<file path="src/rtl/db_pkg.sv">
// Shared types and default timing constants for the multi-channel debouncer.
package db_pkg;

    typedef enum logic [1:0] {
        LOW     = 2'd0,
        WAIT_HI = 2'd1,
        HIGH    = 2'd2,
        WAIT_LO = 2'd3
    } db_state_t;

    localparam int DB_DIV_BITS_DEF = 20;
    localparam int DB_N_TICKS_DEF  = 3;

endpackage

</file>
<file path="src/rtl/db_channel.sv">
// One debounce channel: 2-flop synchroniser, confirm FSM and optional edge strobes.
// Edge strobe registers are only built when DB_EDGE_EN is defined.
module db_channel
    import db_pkg::*;
#(
    parameter int N_TICKS = DB_N_TICKS_DEF
) (
    input  logic clk,
    input  logic reset,
    input  logic tick,
    input  logic sw_in,
    output logic db,
    output logic rise,
    output logic fall
);

    localparam int CW = (N_TICKS > 1) ? $clog2(N_TICKS) : 1;
    localparam logic [CW-1:0] CNT_LAST = CW'(N_TICKS - 1);

    logic sync1_q, sync1_d;
    logic sync2_q, sync2_d;
    db_state_t state_q, state_d;
    logic [CW-1:0] cnt_q, cnt_d;
    logic s;

    assign s = sync2_q;

    always_comb begin
        sync1_d = sw_in;
        sync2_d = sync1_q;
        state_d = state_q;
        cnt_d   = cnt_q;
        case (state_q)
            LOW: begin
                if (s) begin
                    state_d = WAIT_HI;
                    cnt_d   = '0;
                end
            end
            // Input level is checked before the tick so a bounce always aborts.
            WAIT_HI: begin
                if (!s)
                    state_d = LOW;
                else if (tick) begin
                    if (cnt_q == CNT_LAST) state_d = HIGH;
                    else                   cnt_d   = cnt_q + CW'(1);
                end
            end
            HIGH: begin
                if (!s) begin
                    state_d = WAIT_LO;
                    cnt_d   = '0;
                end
            end
            WAIT_LO: begin
                if (s)
                    state_d = HIGH;
                else if (tick) begin
                    if (cnt_q == CNT_LAST) state_d = LOW;
                    else                   cnt_d   = cnt_q + CW'(1);
                end
            end
            default: state_d = LOW;
        endcase
    end

    always_ff @(posedge clk or posedge reset) begin
        if (reset) begin
            sync1_q <= 1'b0;
            sync2_q <= 1'b0;
            state_q <= LOW;
            cnt_q   <= '0;
        end else begin
            sync1_q <= sync1_d;
            sync2_q <= sync2_d;
            state_q <= state_d;
            cnt_q   <= cnt_d;
        end
    end

    assign db = (state_q == HIGH) || (state_q == WAIT_LO);

`ifdef DB_EDGE_EN
    logic rise_q, rise_d;
    logic fall_q, fall_d;

    // Strobes are registered alongside the state so they line up with the db edge.
    always_comb begin
        rise_d = (state_q == WAIT_HI) && (state_d == HIGH);
        fall_d = (state_q == WAIT_LO) && (state_d == LOW);
    end

    always_ff @(posedge clk or posedge reset) begin
        if (reset) begin
            rise_q <= 1'b0;
            fall_q <= 1'b0;
        end else begin
            rise_q <= rise_d;
            fall_q <= fall_d;
        end
    end

    assign rise = rise_q;
    assign fall = fall_q;
`else
    assign rise = 1'b0;
    assign fall = 1'b0;
`endif

endmodule

</file>
<file path="src/rtl/db_multi_debounce.sv">
// Multi-channel debouncer: shared prescaler tick feeding N_CH independent channels.
// Optional feature macro: DB_EDGE_EN (builds the rise/fall strobe registers).
module db_multi_debounce
    import db_pkg::*;
#(
    parameter int N_CH     = 4,
    parameter int DIV_BITS = DB_DIV_BITS_DEF,
    parameter int N_TICKS  = DB_N_TICKS_DEF
) (
    input  logic            clk,
    input  logic            reset,
    input  logic [N_CH-1:0] sw,
    output logic [N_CH-1:0] db,
    output logic [N_CH-1:0] rise,
    output logic [N_CH-1:0] fall,
    output logic            tick
);

    logic [DIV_BITS-1:0] q_q, q_d;

    always_comb begin
        q_d = q_q + DIV_BITS'(1);
    end

    always_ff @(posedge clk or posedge reset) begin
        if (reset) q_q <= '0;
        else       q_q <= q_d;
    end

    assign tick = (q_q == '0);

    for (genvar i = 0; i < N_CH; i++) begin : g_ch
        db_channel #(
            .N_TICKS(N_TICKS)
        ) u_ch (
            .clk  (clk),
            .reset(reset),
            .tick (tick),
            .sw_in(sw[i]),
            .db   (db[i]),
            .rise (rise[i]),
            .fall (fall[i])
        );
    end

endmodule

</file>
<file path="config.mk">
export PLATFORM = sky130hd
export DESIGN_NAME = db_multi_debounce
export DESIGN_NICKNAME = d
export VERILOG_FILES = /design/src/rtl/db_pkg.sv /design/src/rtl/db_channel.sv /design/src/rtl/db_multi_debounce.sv
export SDC_FILE = /design/constraint.sdc
export NUM_CORES = 1
export LEC_CHECK = 0
export ABC_CLOCK_PERIOD_IN_PS = 3500
export CORE_MARGIN = 4
export CORE_UTILIZATION = 36
export DETAILED_ROUTE_END_ITERATION = 7
export GPL_ROUTABILITY_DRIVEN = 1
export GPL_TIMING_DRIVEN = 1
export PLACE_DENSITY = 0.51
export SYNTH_ARGS = -nofsm -noshare
export SYNTH_HDL_FRONTEND = slang
export SYNTH_SLANG_ARGS = --single-unit
</file>
<file path="constraint.sdc">
create_clock -name clk -period 3.5 [get_ports clk]
set_input_delay 0.7 -clock clk [delete_from_list [all_inputs] [get_ports clk]]
set_output_delay 0.7 -clock clk [all_outputs]
set_load 0.05 [all_outputs]
</file>
## Word level (Yosys, flattened, before mapping)

Cells that the tools add are included.

| word-level totals | value |
|---|---|
| register bits after elaboration | 44 |
| output and inout port bits | 13 |

| operators by class | value |
|---|---|
| add/sub/neg operators | 5 |
| eq/ne operators | 48 |
| muxes and demuxes | 64 |
| reductions and logical operators | 17 |

Operators with widths:

| kind | count |
|---|---|
| $mux W2 | 56 |
| $pmux W2 S4 | 8 |
| $eq A2 B2 Y1 const B | 12 |
| $ne A3 B3 Y1 const B | 8 |
| $reduce_and A6 Y1 | 4 |
| $add A20 B1 Y20 const B | 1 |
| $logic_not A20 Y1 | 1 |
| $ne A2 B1 Y1 const B | 8 |
| $ne A2 B2 Y1 const B | 8 |
| $reduce_and A4 Y1 | 4 |
| $ne A3 B1 Y1 const B | 4 |
| $ne A3 B2 Y1 const B | 4 |
| $add A2 B1 Y2 const B | 4 |
| $eq A2 B1 Y1 const B | 4 |
| $logic_not A2 Y1 | 4 |
| $logic_or A1 B1 Y1 | 4 |

## Longest topological paths before layout

Gate-level depths: netlist (run 1).

| logic depth | value |
|---|---|
| depth in word-level cells | 5 |
| depth in mapped cells | 7 |

## Hierarchy

From an unflattened synthesis (run 1), not the netlist that was laid out.

| second synthesis, totals | value |
|---|---|
| cell total of the unflattened synthesis | 187 |
| area total of the unflattened synthesis | 2102.0 µm² |

Modules (own cells, without submodules):

| module | instances | sequential area each (µm²) | area an instance (µm²) | cells each |
|---|---|---|---|---|
| db_channel | 4 | 150.1 | 292.8 | 27 |
| db_multi_debounce | 1 | 500.5 | 930.9 | 79 |

## Least setup slack after synthesis (run 1)

Ideal clock, no wire load.

| timing path | value |
|---|---|
| path kind | register to output |
| from | register q_q[0] |
| to | output tick |
| cell stages (with the launch flop) | 7 |
| data required time | 2.800 ns |
| buffers on the path | 1 |
| setup slack | 0.982 ns |
| arrival time | 1.818 ns |
| path through | dfrtp_1 > inv_1 > ha_1 > nor4b_2 > nand3_2 > buf_6 > nor2_1 |

| on the way | value |
|---|---|
| longest elaborated chain between the ends | 1 |

Ends and longest elaborated chain:

| element | line | RTL |
|---|---|---|
| from (decl) | db_multi_debounce.sv:19 | `logic [DIV_BITS-1:0] q_q, q_d;` |
| from (signal assigned) | db_multi_debounce.sv:27 | `else q_q <= q_d;` |
| $logic_not A20 Y1 | db_multi_debounce.sv:30 | `assign tick = (q_q == '0);` |
| to (decl) | db_multi_debounce.sv:16 | `output logic tick` |

No other way between the ends.

## Worst setup path after layout (run 1)

| timing path | value |
|---|---|
| from | register q_q[14] |
| to | output tick |

The elaborated chain is that of the path after synthesis.

==> metrics list, run 1 <==
- CTS placed an instance of sky130_fd_sc_hd__clkbuf_8 at the clock tree root.
- For this design the ratio of total power to cell area is ~450 nW/µm².
- DR DRC count: 0
- Post-route insts no fill: 272
- In this run the vertical extent of the chip is between 80 and 90 µm.
- Maximum number of pins on one net before global-route repair: 32
- By area, the combinational part of the netlist is dominated by simple AND/OR/NAND/NOR gates.
- For this run, the post-layout net count is roughly 210.
- Final number of setup-violating endpoints: 0
- Buffers inserted to repair hold after CTS numbered 0.
* Footprint of the multi-input gates: about 900 µm²
- Setup clock skew after layout: between 9 and 10 ps
- The Yosys step of the flow raised 0 warnings.
- Aggregate routed wire length: 3.87 mm
- Number of enable-type register cells in the synthesized netlist: 0
- Number of design-rule violations left by the first detailed-router iteration: 91
- Clock-pin slew was measured on the worst setup and hold paths at approximately 90 ps.
* Number of instances resized during post-cts repair: 0
- Die X-Extent: 84.9 µm
- Number of CTS-inserted buffers: 5
- I/O pin count: 19
* Number of pins with negative max-slew slack in the final report: 0
- Final setup slack of the worst path: between 400 and 500 ps
- Unrepaired setup endpoints after global routing: false
- Total inserted antenna cells: 0
- The area growth from synthesis to layout is 12.8%.
* Post-synth top area share: a little over 50%
- The total overflow left after global routing is 0.
- Dpl cells: around 260
- Peak supply drop: 0.000195 V
- For this run, asynchronously set or reset flops after synthesis account for 100%.
* Element type at the critical path start: flip-flop
* Worst Tran Pin Value: 1080 ps
- Die ar.: 7210 µm²
- Fill cells in the final layout number 537.
* Per-instance average area after synthesis: about 11 µm²
- Footprint of the flip-flops and latches: ~1100 µm²
- After clock tree synthesis, the setup repair step added 0 buffers.
* CP max FO: 16
- Max-cap violations in this run came to 0.
- Place WS: around 760 ps
* Startpoint of the worst register-to-register path: q_q[0]
- The region available for standard cell placement spans about 5600 µm².
* Adder-Cell Fraction of Synth Area: under 10%
* Post-route minimum period: slightly above 3000 ps
- Cell type contributing the most total cell area after synthesis: sky130_fd_sc_hd__dfrtp_1
- Start point of the critical path: q_q[14]
- The worst path uses between 80% and 90% of the clock period.
- Synthesis handed over a netlist of between 150 and 200 instances.
* Starting density of the core: between 30% and 40%
* Setup CP Type: flip-flop to output pin
- For this run, the top clock speed supported by timing is between 0.3 and 0.4 GHz.
* Mean number of vias per cell: around 5.2
- Overall via count from detail_route: between 1,000 and 1,500
- For this run, the leading register cell type out of synthesis is sky130_fd_sc_hd__dfrtp_1.
* Overall Global Routing Usage: a little under an eighth
- Endpoint arrival time on the critical path: 2380 ps
* Hold violation count in the final report: 0
* Sequential cell area fraction in the yosys report: about half
- Post-Route Setup TNS: 0 ps
- For the worst setup path, the data required time is approximately 2800 ps.
- The run finished with clean final reports.
* Unique masters post-synth: 35
* Synth Cell Area: ~2100 µm²
- CTS built an H-tree with a depth of 2.
- Static Leakage: between 1 and 1.5 nW
* Compound-cell area share of the yosys netlist: around 5.3%
* Buffers added on ports: 10
- After Yosys synthesis, XOR and XNOR cells account for about 9.1% of the synthesized area.
- Synthesis inferred 44 register bits.
- CTS Sinks: 44
- Multiplexer fraction of the synthesized cell area: about 2.1%
- In this run the remaining antenna-violating nets after routing total 0.
- The number of global-route vias before repair was approximately 1,500.
* Worst setup path end: tick
* Routed length per instance: around 14 µm
- The first global-routing pass estimated 6.81 mm of wire.
* Post-synthesis share of cell area spent on and, or, nand and nor gates: 20.7%
* Weighted congestion at the end of routability-driven global placement: approximately 0.74
- The first detailed-routing pass ran for 4 iterations.
- The number of antenna violations at the first check in global routing is 0.
- Cell types occupying the most area after synthesis: sky130_fd_sc_hd__dfrtp_1 52%, sky130_fd_sc_hd__xnor2_1 6.2%, sky130_fd_sc_hd__buf_4 4.2%
* R2R Setup Slk: ~1500 ps
* Reg2Reg Depth: 7
- Detailed placement finished with a half-perimeter wire length of ~2.8 mm.
- The clock passes through at most 2 buffers.
- Clock tree from TritonCTS: yes
- Class of the tightest hold or removal check: flip-flop to flip-flop
- The worst pin sits at a relative slew slack of between 20% and 30%.
* Total number of placement rows: 27
- The worst setup path is captured at an output pin.
- Clk_lat worst skew: 300 ps
- Share of post-route cells with drive strength above 1: a little under a tenth
[logic make-up after synthesis]
group | Yosys count
flops | 44
compound gates | 13
fa+ha+maj | 6
buf+inv | 27
other cells | 1
xor+xnor | 22
mux | 4
simple gates | 74
[worst max-delay path, stage by stage, from the launching register on]
cell and delay, ps:
sky130_fd_sc_hd__dfrtp_1 420, sky130_fd_sc_hd__nor4_1 340, sky130_fd_sc_hd__nand2_1 110, sky130_fd_sc_hd__buf_4 210, sky130_fd_sc_hd__nor2_1 170, sky130_fd_sc_hd__clkdlybuf4s50_1 830
[stage by stage]
stage | hold slack, ps | total power, mW | util (%) | area (µm²)
finish | 354 | 1.09 | 42.8 | 2400
CTS | 358 | 1.11 | 42.8 | 2400
global route | 361 | 1.13 | 42.8 | 2400
floorplan | 331 | 0.569 | - | 2150
global placement | 332 | 0.572 | 40.0 | 2240
detailed placement | 336 | 0.574 | 40.0 | 2240
[where the power goes]
group | internal, mW | switching, mW
Combinational | 0.00917 | 0.0337
Sequential | 0.515 | 0.00490
Clock | 0.357 | 0.172
[synthesized netlist by cell type, types with 4 or more instances]
cell and instances:
sky130_fd_sc_hd__nor2_1 10, sky130_fd_sc_hd__clkbuf_1 4, sky130_fd_sc_hd__nand4_1 8, sky130_fd_sc_hd__buf_4 12
sky130_fd_sc_hd__xor2_1 7, sky130_fd_sc_hd__dfrtp_1 44, sky130_fd_sc_hd__o311ai_1 4, sky130_fd_sc_hd__nand2_1 14
sky130_fd_sc_hd__nand3_1 9, sky130_fd_sc_hd__mux2_1 4, sky130_fd_sc_hd__nor3_1 11, sky130_fd_sc_hd__xnor2_1 15
sky130_fd_sc_hd__inv_1 8, sky130_fd_sc_hd__ha_1 6
[final cells by class]
| class | instances | area share (%) |
|---|---|---|
| clock buffer | 5 | 2.87 |
| clock inverter | 3 | 3.75 |
| inverter | 8 | 1.25 |
| multi-input combinational | 127 | 37.4 |
| sequential | 44 | 45.9 |
| tap | 72 | 3.75 |
| timing repair buffer | 13 | 5.11 |
[cells in the final DEF (no fill, tap or decap), types with 4 or more instances in the layout]
master,count
sky130_fd_sc_hd__conb_1,8
sky130_fd_sc_hd__ha_1,6
sky130_fd_sc_hd__xor2_1,7
sky130_fd_sc_hd__nor3_1,11
sky130_fd_sc_hd__mux2_1,4
sky130_fd_sc_hd__dfrtp_1,44
sky130_fd_sc_hd__nand2_1,14
sky130_fd_sc_hd__inv_1,7
sky130_fd_sc_hd__nor2_1,10
sky130_fd_sc_hd__o311ai_1,4
sky130_fd_sc_hd__nand3_1,9
sky130_fd_sc_hd__clkbuf_8,5
sky130_fd_sc_hd__clkdlybuf4s50_1,10
sky130_fd_sc_hd__xnor2_1,15
sky130_fd_sc_hd__nand4_1,8
[worst min path at each step]
stage,from,endpoint,slack [ps],cells past startpoint
3_3_place_gp,g_ch[2].u_ch.sync1_q,g_ch[2].u_ch.s,330,0
4_1_cts,g_ch[1].u_ch.sync1_q,g_ch[1].u_ch.s,360,0
5_1_grt,g_ch[3].u_ch.sync1_q,g_ch[3].u_ch.s,360,0
2_1_floorplan,g_ch[0].u_ch.sync1_q,g_ch[0].u_ch.s,330,0
3_5_place_dp,g_ch[3].u_ch.sync1_q,g_ch[3].u_ch.s,340,0
6_report,g_ch[3].u_ch.sync1_q,g_ch[3].u_ch.s,350,0
[flip-flops by register name (all words and copies together), names as in the netlist, named ones only]
| register | count |
|---|---|
| g_ch.u_ch.cnt_q | 8 |
| g_ch.u_ch.s | 4 |
| g_ch.u_ch.state_q | 4 |
| g_ch.u_ch.sync1_q | 4 |
| q_q | 20 |
[metal layers]
metal  GRT usage [%]  up-vias  share of wire (%)
met5               0        -                  0
met4            3.88        0                1.6
met3            3.50        5                4.1
met2            21.4       27                 52
met1            13.2      719                 42
li1                -      673                  -
(Power assumes the default switching activity.)
==> run 2, diff against run 1 <==
--- a/config.mk
+++ b/config.mk
@@ -8,6 +8,8 @@
 export ABC_CLOCK_PERIOD_IN_PS = 3500
 export CORE_MARGIN = 4
 export CORE_UTILIZATION = 36
+export CTS_BUF_LIST = sky130_fd_sc_hd__clkbuf_16
+export CTS_CLUSTER_DIAMETER = 200
 export DETAILED_ROUTE_END_ITERATION = 7
 export GPL_ROUTABILITY_DRIVEN = 1
 export GPL_TIMING_DRIVEN = 1
==> run 2 against run 1 <==
Compared with the run above: combinational power about the same; sequential share of layout area shrank 1.1 points; global-route usage is 0.16 points higher; critical endpoint unchanged; first-iteration DRC count shrank 38%; critical path type unchanged; worst setup slack better by 18 ps; maximum frequency increased by 0.60%.
==> metrics list, run 2 (same netlist as run 1, synthesis figures left out) <==
* Class of the tightest hold or removal check: flip-flop to flip-flop
* Number of pins with negative max-slew slack in the final report: 0
- In this run the remaining antenna-violating nets after routing total 0.
- For this run, the total global-route usage over all layers was measured as 12.0%.
- Sw Share: 18.2%
- # Max-Cap Violations: 0
* Area Growth Syn to Fin: 15.4%
- I/O pin count: 19
- Final global-route overflow total: 0
- Final hold slack: ~350 ps
- Once the floorplan was initialized, standard cells occupied 38.0% of the core.
- The first global-routing pass estimated slightly below 7 mm of wire.
- Crit path max-delay cell type: sky130_fd_sc_hd__clkdlybuf4s50_1
- For this run, the post-layout net count is 211.
* Number of design-rule violations left by the first detailed-router iteration: between 50 and 60
- After detailed routing, the total wire length is just under 4 mm.
- Counting along the longest clock path gives a buffer depth of 2.
- The register with the most flip-flops in the layout has 20 of them.
* Chip Height: 84.9 µm
* Total number of placement rows: 27
- The first detailed-routing pass ran for 4 iterations.
- In this design, the largest share of critical-path delay is due to buffers and inverters.
- For this design the total switching power over the nets is 224 µW.
- The setup path with the least slack is of type flip-flop to output pin.
- Most common cell after layout, fill and taps aside: sky130_fd_sc_hd__dfrtp_1
- Remaining max-slew budget at the tightest pin: 27.5%
* Die ar.: between 7000 and 8000 µm²
* Internal power contribution: about 1 mW
- Mean number of vias per cell: ~5.2
- The largest single stage delay on the critical path is 830 ps.
* Number of buffers and inverters on the critical path: 2
* Sequential power share: 42.3%
- Leaving out fill and tap cells, the most frequent cells in the layout are 44 x sky130_fd_sc_hd__dfrtp_1, 15 x sky130_fd_sc_hd__xnor2_1, 14 x sky130_fd_sc_hd__nand2_1.
- After detailed routing, the average wire length per cell comes to 14.2 µm.
- DR DRC count: 0
* Overall via count from detail_route: about 1,400
- In the finished design, the share of the clock period the worst path needs comes to 87.4%.
- After layout, the design draws a total of about 1.2 mW.
- Of the total power, the clock network draws approximately 54%.
- The floorplan step defined a core boundary enclosing 5610 µm².
* Post-CTS repair timing setup buffer count: 0
- In this run the static leakage power is about 1.1 nW.
- Required time of the worst setup path: between 2000 and 3000 ps
- For the pin with the worst max-slew slack, the measured transition is approximately 1100 ps.
* Via count of the first global-routing pass: around 1,500
* Clock tree from TritonCTS: yes
- Weighted congestion at the end of routability-driven global placement: around 0.74
- Across the routed clock network, the largest skew measured is slightly below 9 ps.
* Total inserted antenna cells: 0
- The number of endpoints with negative hold slack in the final report is 0.
* CP max FO: 16
- Clk_lat worst skew: 280 ps
- Die X-Extent: 84.9 µm
- After clock tree synthesis, the clock-pin slew on the worst setup and hold paths is about 60 ps.
* Share of post-route cells with drive strength above 1: a little under a tenth
* Endpoint arrival time on the critical path: roughly 2400 ps
- Peak supply drop: 0.000244 V
- Number of CTS-inserted buffers: 5
- Final number of setup-violating endpoints: 0
- CTS Sinks: between 40 and 50
- In the final layout, the registers with the most flip-flops are q_q (20), g_ch.u_ch.cnt_q (8).
- The wire-length estimate of the detail-placed layout is between 2 and 3 mm.
* Fmax achieved: around 0.33 GHz
- Number of hold buffers added after CTS: 0
- Combinational logic burns under 10% of the power.
- Post-Route Setup TNS: 0 ps
- Antenna violations before repair: 0
* Post-route minimum period: between 3000 and 4000 ps
- STA classifies the critical path endpoint as an output pin.
* Number of instances resized during post-cts repair: 0
* Chain of cells forming the critical path: nor4_1, nand2_1, buf_4, nor2_1, clkdlybuf4s50_1
- Status: finished, final reports clean
* Buffers added on ports: 10
- The H-tree was split into 2 levels.
- Setup repair after global routing left no endpoint under its margin.
* Clk root buf: sky130_fd_sc_hd__clkbuf_16
- Entering global routing, the biggest net connects 32 pins.
* Element type at the critical path start: flip-flop
- In this run the power density over the cells is around 500 nW/µm².
- Largest reg by FF count: q_q
[run 2: path summary, 6_finish.rpt]
kind / start / to / slack [ps] / cells after the start
max: q_q[14] / tick / 440 / 5
min: g_ch[3].u_ch.sync1_q / g_ch[3].u_ch.s / 350 / 0
max in group asynchronous: reset / g_ch[0].u_ch.cnt_q[0] / 1940 / 3
min in group asynchronous: reset / g_ch[0].u_ch.sync1_q / 860 / 2
max reg2reg: q_q[0] / flip-flop / 1500 / 7
min reg2reg: g_ch[3].u_ch.sync1_q / g_ch[3].u_ch.s / 350 / 0
[run 2: metrics by stage]
stage | cells | setup WS [ps] | utilization [%] | area, µm²
final | 272 | 441 | 43.8 | 2460
after global routing | 272 | 324 | 43.8 | 2460
after CTS | 272 | 446 | 43.8 | 2460
after detailed placement | 264 | 762 | 40.0 | 2240
after global placement | 264 | 793 | 40.0 | 2240
after floorplan | 198 | 982 | - | 2150
[run 2: cell type report]
cell class,count,area (µm²)
fill,533,3150
clock buffer,5,125
tap,72,90.1
multi-input combinational,127,897
inverter,8,30.0
timing repair buffer,13,123
sequential,44,1100
clock inverter,3,90.1
[run 2: routing by layer]
layer	wire [µm]	part of all wire, %	track usage (%)
met3	189	4.9	3.50
met5	0	0	0
met1	1570	41	13.1
met2	2050	53	21.8
met4	51	1.3	4.32
[run 2: worst register-to-register path: cells and delay by family, from the launching register on]
kind          cells  cell delay (ps)
buf+inv           2              310
fa+ha+maj         1              140
mux               1              350
flops             1              400
simple gates      3              680
[run 2: power by group through the flow]
| stage | Combinational (mW) | Sequential, mW | Clock [mW] |
|---|---|---|---|
| 5_1_grt | 0.0479 | 0.522 | 0.701 |
| 4_1_cts | 0.0440 | 0.520 | 0.686 |
| 2_1_floorplan | 0.0399 | 0.529 | 0 |
| 3_5_place_dp | 0.0440 | 0.530 | 0 |
| 3_3_place_gp | 0.0427 | 0.529 | 0 |
| 6_report | 0.0428 | 0.521 | 0.666 |
==> run 3, diff against run 2 <==
--- a/config.mk
+++ b/config.mk
@@ -5,6 +5,7 @@
 export SDC_FILE = /design/constraint.sdc
 export NUM_CORES = 1
 export LEC_CHECK = 0
+export ABC_AREA = 1
 export ABC_CLOCK_PERIOD_IN_PS = 3500
 export CORE_MARGIN = 4
 export CORE_UTILIZATION = 36
==> run 3 against run 2 <==
Compared with the run above: global-route usage decreased by 0.86 points; area after synthesis increased by 6.3%; highest routed layer unchanged; non-clock buffer count decreased by 2; worst hold slack about the same; cell area increased by 2.6%; clock power decreased by 32%; power decreased by 15%; via count increased by 5.3%; die area increased by 5.7%.
==> metrics list, run 3 <==
- Global routing used 11.1% of the available tracks.
- Chain of cells forming the critical path: inv_1, ha_1, nand3_1, inv_1, nand2_1, nor2_1, buf_4, clkdlybuf4s50_1
- The worst setup path is launched from a flip-flop.
- Counting cells, the worst reg-to-reg path comes to 9.
* Net total in the final layout: about 270
- Clk_lat worst skew: 280 ps
* Weighted congestion at the end of routability-driven global placement: 0.745
* DR DRC count: 0
- Clock tree from TritonCTS: yes
* CTS Sinks: 44
* XOR/XNOR Fraction of Synth Area: a little over 8%
- Of the total synthesized cell area, the portion taken by full adders, half adders and majority gates is around 3.3%.
- Number of hold buffers added after CTS: 0
* Setup clock skew after layout: between 6 and 7 ps
- Half-perimeter wire length after detailed placement: around 2.7 mm
- Largest register FFs: 20
* Starting density of the core: a little under two fifths
- Setup repair after global routing left no endpoint under its margin.
- Routed Antenna Nets: 0
* Routed length per instance: around 11 µm
- By instance count, the leading cell after synthesis is sky130_fd_sc_hd__nand2_1.
* Post-Route Setup TNS: 0 ps
- Among cell families on the critical path, the largest total delay comes from buffers and inverters.
- Worst Tran Pin Value: just over 900 ps
* Fmax achieved: 0.342 GHz
* Compound-cell area share of the yosys netlist: about 1.9%
- The number of antenna diodes in the final layout is 0.
- Number of filler cells placed in the layout: ~610
* Power density over cell area: 414 nW/µm²
* Number of flip-flops and latches in the synthesized netlist: 44
- For this design the top-level I/O count stands at 19.
* Synth Cell Area: around 2300 µm²
* Hold violation count in the final report: 0
* Number of CTS-inserted buffers: 5
* Number of warnings printed during yosys synthesis: 0
- The critical path in this run is classified as flip-flop to output pin.
- Antenna violations before repair: 0
* Final period utilization: 83.6%
- Kind of end point of the critical path: output pin
- Share of post-route cells with drive strength above 1: 9.92%
- Setup slack on the worst reg-to-reg path comes out at roughly 2000 ps.
* Share of flip-flops with an asynchronous set or reset: between 90% and 100%
* Place WS: 873 ps
* # Max-Cap Violations: 0
- The routed design has around 3.8 mm of wire.
- The startpoint identified for the worst hold timing path is g_ch[3].u_ch.sync1_q.
- Across the VDD grid, the largest voltage drop is 0.000263 V.
* Number of pins with negative max-slew slack in the final report: 0
- Top flip-flop cell by instance count after synthesis: sky130_fd_sc_hd__dfrtp_1
* Status: finished, final reports clean
* Number of design-rule violations left by the first detailed-router iteration: 62
- Sink of the worst hold path: g_ch[3].u_ch.s
- Final global-route overflow total: 0
- By instance count, the cell type seen most on the critical path is sky130_fd_sc_hd__inv_1.
* Sequential cell area fraction in the yosys report: 48.7%
- Startpoint of the worst register-to-register path: q_q[0]
- Mean number of vias per cell: between 4 and 5
- Measured against the total synthesized area, the mux share comes to 0%.
* Largest registers: q_q (20), g_ch.u_ch.cnt_q (8)
- Overall via count from detail_route: 1,502
- Largest reg by FF count: q_q
- Synthesis handed over a netlist of 253 instances.
* Post-CTS repair timing setup buffer count: 0
- A synthesized cell averages approximately 8.9 µm².
- For this run, the detailed router's first-pass iteration total came to 4.
- The number of global-route vias before repair was 1,422.
- Maximum number of pins on one net before global-route repair: 45
- Most common cell after layout, fill and taps aside: sky130_fd_sc_hd__nand2_1
- Peak per-stage delay on the critical path: ~820 ps
* Final number of setup-violating endpoints: 0
- Relative to the synthesized area, the layout overhead comes to 11.4%.
- Cell type contributing the most total cell area after synthesis: sky130_fd_sc_hd__dfrtp_1
- Data arrives at the worst endpoint at 2220 ps.
- Of the total synthesized cell area, the portion taken by AND, OR, NAND and NOR gates is 27.9%.
- In this run the biggest area consumer among cell types represents between 40 and 50% of the synthesized area.
- In the layout the commonest cells are 53 x sky130_fd_sc_hd__nand2_1, 44 x sky130_fd_sc_hd__dfrtp_1, 29 x sky130_fd_sc_hd__nor2_1.
- Cell types occupying the most area after synthesis: sky130_fd_sc_hd__dfrtp_1 49%, sky130_fd_sc_hd__nand2_1 8.8%, sky130_fd_sc_hd__xor2_1 5.0%
* Global-route wire length before repair: between 6 and 7 mm
- Hold Crit Depth: 0
- In this run the tool buffered the top-level ports with 10 buffer cells.
* Largest buffer count on any clock path: 2
- Chip Height: a little under 90 µm
* Clk root buf: sky130_fd_sc_hd__clkbuf_16
* Number of instances resized during post-cts repair: 0
- Crit path max-delay cell type: sky130_fd_sc_hd__clkdlybuf4s50_1
- The H-tree was split into 2 levels.
* Die X-Extent: between 80 and 90 µm
* Final setup slack of the worst path: 576 ps
* Unique masters post-synth: 29
- In this run the static leakage power is between 1 and 1.5 nW.
* Number of enable-type register cells in the synthesized netlist: 0
- Clock input transition at the sequential cells of the worst setup and hold paths: 60 ps
- Dominant combinational cell family by area after synthesis: simple AND/OR/NAND/NOR gates
- Remaining max-slew budget at the tightest pin: between 30 and 40%
- Die ar.: between 7000 and 8000 µm²
- Power Total: 1.04 mW
* Floorplan Core Area: approximately 6000 µm²
- Final hold slack: around 350 ps
* Required time of the worst setup path: about 2800 ps
- Most common library cells after synthesis: 53 x sky130_fd_sc_hd__nand2_1, 44 x sky130_fd_sc_hd__dfrtp_1, 29 x sky130_fd_sc_hd__nor2_1, 26 x sky130_fd_sc_hd__inv_1, 15 x sky130_fd_sc_hd__nand3_1
- The number of buffers and inverters on the critical path is 4.
- Class of the tightest hold or removal check: flip-flop to flip-flop
* CP max FO: 11
* Total number of placement rows: 28
- The worst path needs between 2000 and 3000 ps of the cycle, external delays included.
## run 3: cell count changes after synthesis, moves of 4 or more
cell / before / now
sky130_fd_sc_hd__nand3_1: 9 / 15
sky130_fd_sc_hd__xor2_1: 7 / 13
sky130_fd_sc_hd__xnor2_1: 15 / 8
sky130_fd_sc_hd__inv_1: 8 / 26
sky130_fd_sc_hd__nor2_1: 10 / 29
sky130_fd_sc_hd__o311ai_1: 4 / 0
sky130_fd_sc_hd__nor3_1: 11 / 2
sky130_fd_sc_hd__mux2_1: 4 / 0
sky130_fd_sc_hd__nand2_1: 14 / 53
## run 3: cells by family after synthesis
| group | Yosys count |
|---|---|
| compound gates | 8 |
| xor+xnor | 21 |
| fa+ha+maj | 6 |
| buf+inv | 47 |
| flops | 44 |
| other cells | 1 |
| simple gates | 126 |
## run 3: area by class of cell
cell class | count | area, µm² | area share (%)
Clock buffer | 5 | 125 | 4.96
Clock inverter | 3 | 18.8 | 0.744
Inverter | 30 | 113 | 4.47
Multi-Input combinational cell | 169 | 962 | 38.2
Sequential cell | 44 | 1100 | 43.7
Tap cell | 75 | 93.8 | 3.72
Timing Repair Buffer | 11 | 108 | 4.27
## run 3: per-layer routing
layer	vias to the layer above	GRT usage, %	wire [µm]
li1	777	-	-
met1	695	15.8	1980
met2	23	16.0	1580
met3	7	3.03	153
met4	0	4.18	53
met5	-	0	0
## run 3: worst max-delay path by stage
stage	start	endpoint	slack [ps]	depth (start not counted)
2_1_floorplan	q_q[0]	tick	1660	7
3_3_place_gp	q_q[0]	tick	890	8
3_5_place_dp	q_q[0]	tick	870	8
4_1_cts	q_q[0]	tick	550	8
5_1_grt	q_q[0]	tick	420	8
6_report	q_q[0]	tick	580	8
## run 3: through the flow
stage	util (%)	area, µm²	cells
2_1_floorplan	-	2290	260
3_3_place_gp	39.5	2380	329
3_5_place_dp	39.5	2380	329
4_1_cts	41.8	2520	337
5_1_grt	41.8	2520	337
6_report	41.8	2520	337
## run 3: report_power, final
group          total [mW]  internal, mW  switching [mW]
Combinational      0.0616        0.0170          0.0446
Clock               0.453         0.263           0.190
Sequential          0.530         0.522         0.00846
## run 3: worst register-to-register path: stages, from the launching register on
cell,delay [ps]
sky130_fd_sc_hd__dfrtp_1,410
sky130_fd_sc_hd__inv_1,80
sky130_fd_sc_hd__ha_1,170
sky130_fd_sc_hd__nand3_1,100
sky130_fd_sc_hd__nor2_1,110
sky130_fd_sc_hd__nand3_1,190
sky130_fd_sc_hd__clkinv_1,140
sky130_fd_sc_hd__nand3_1,80
sky130_fd_sc_hd__nand2_1,70
sky130_fd_sc_hd__nand2_1,50
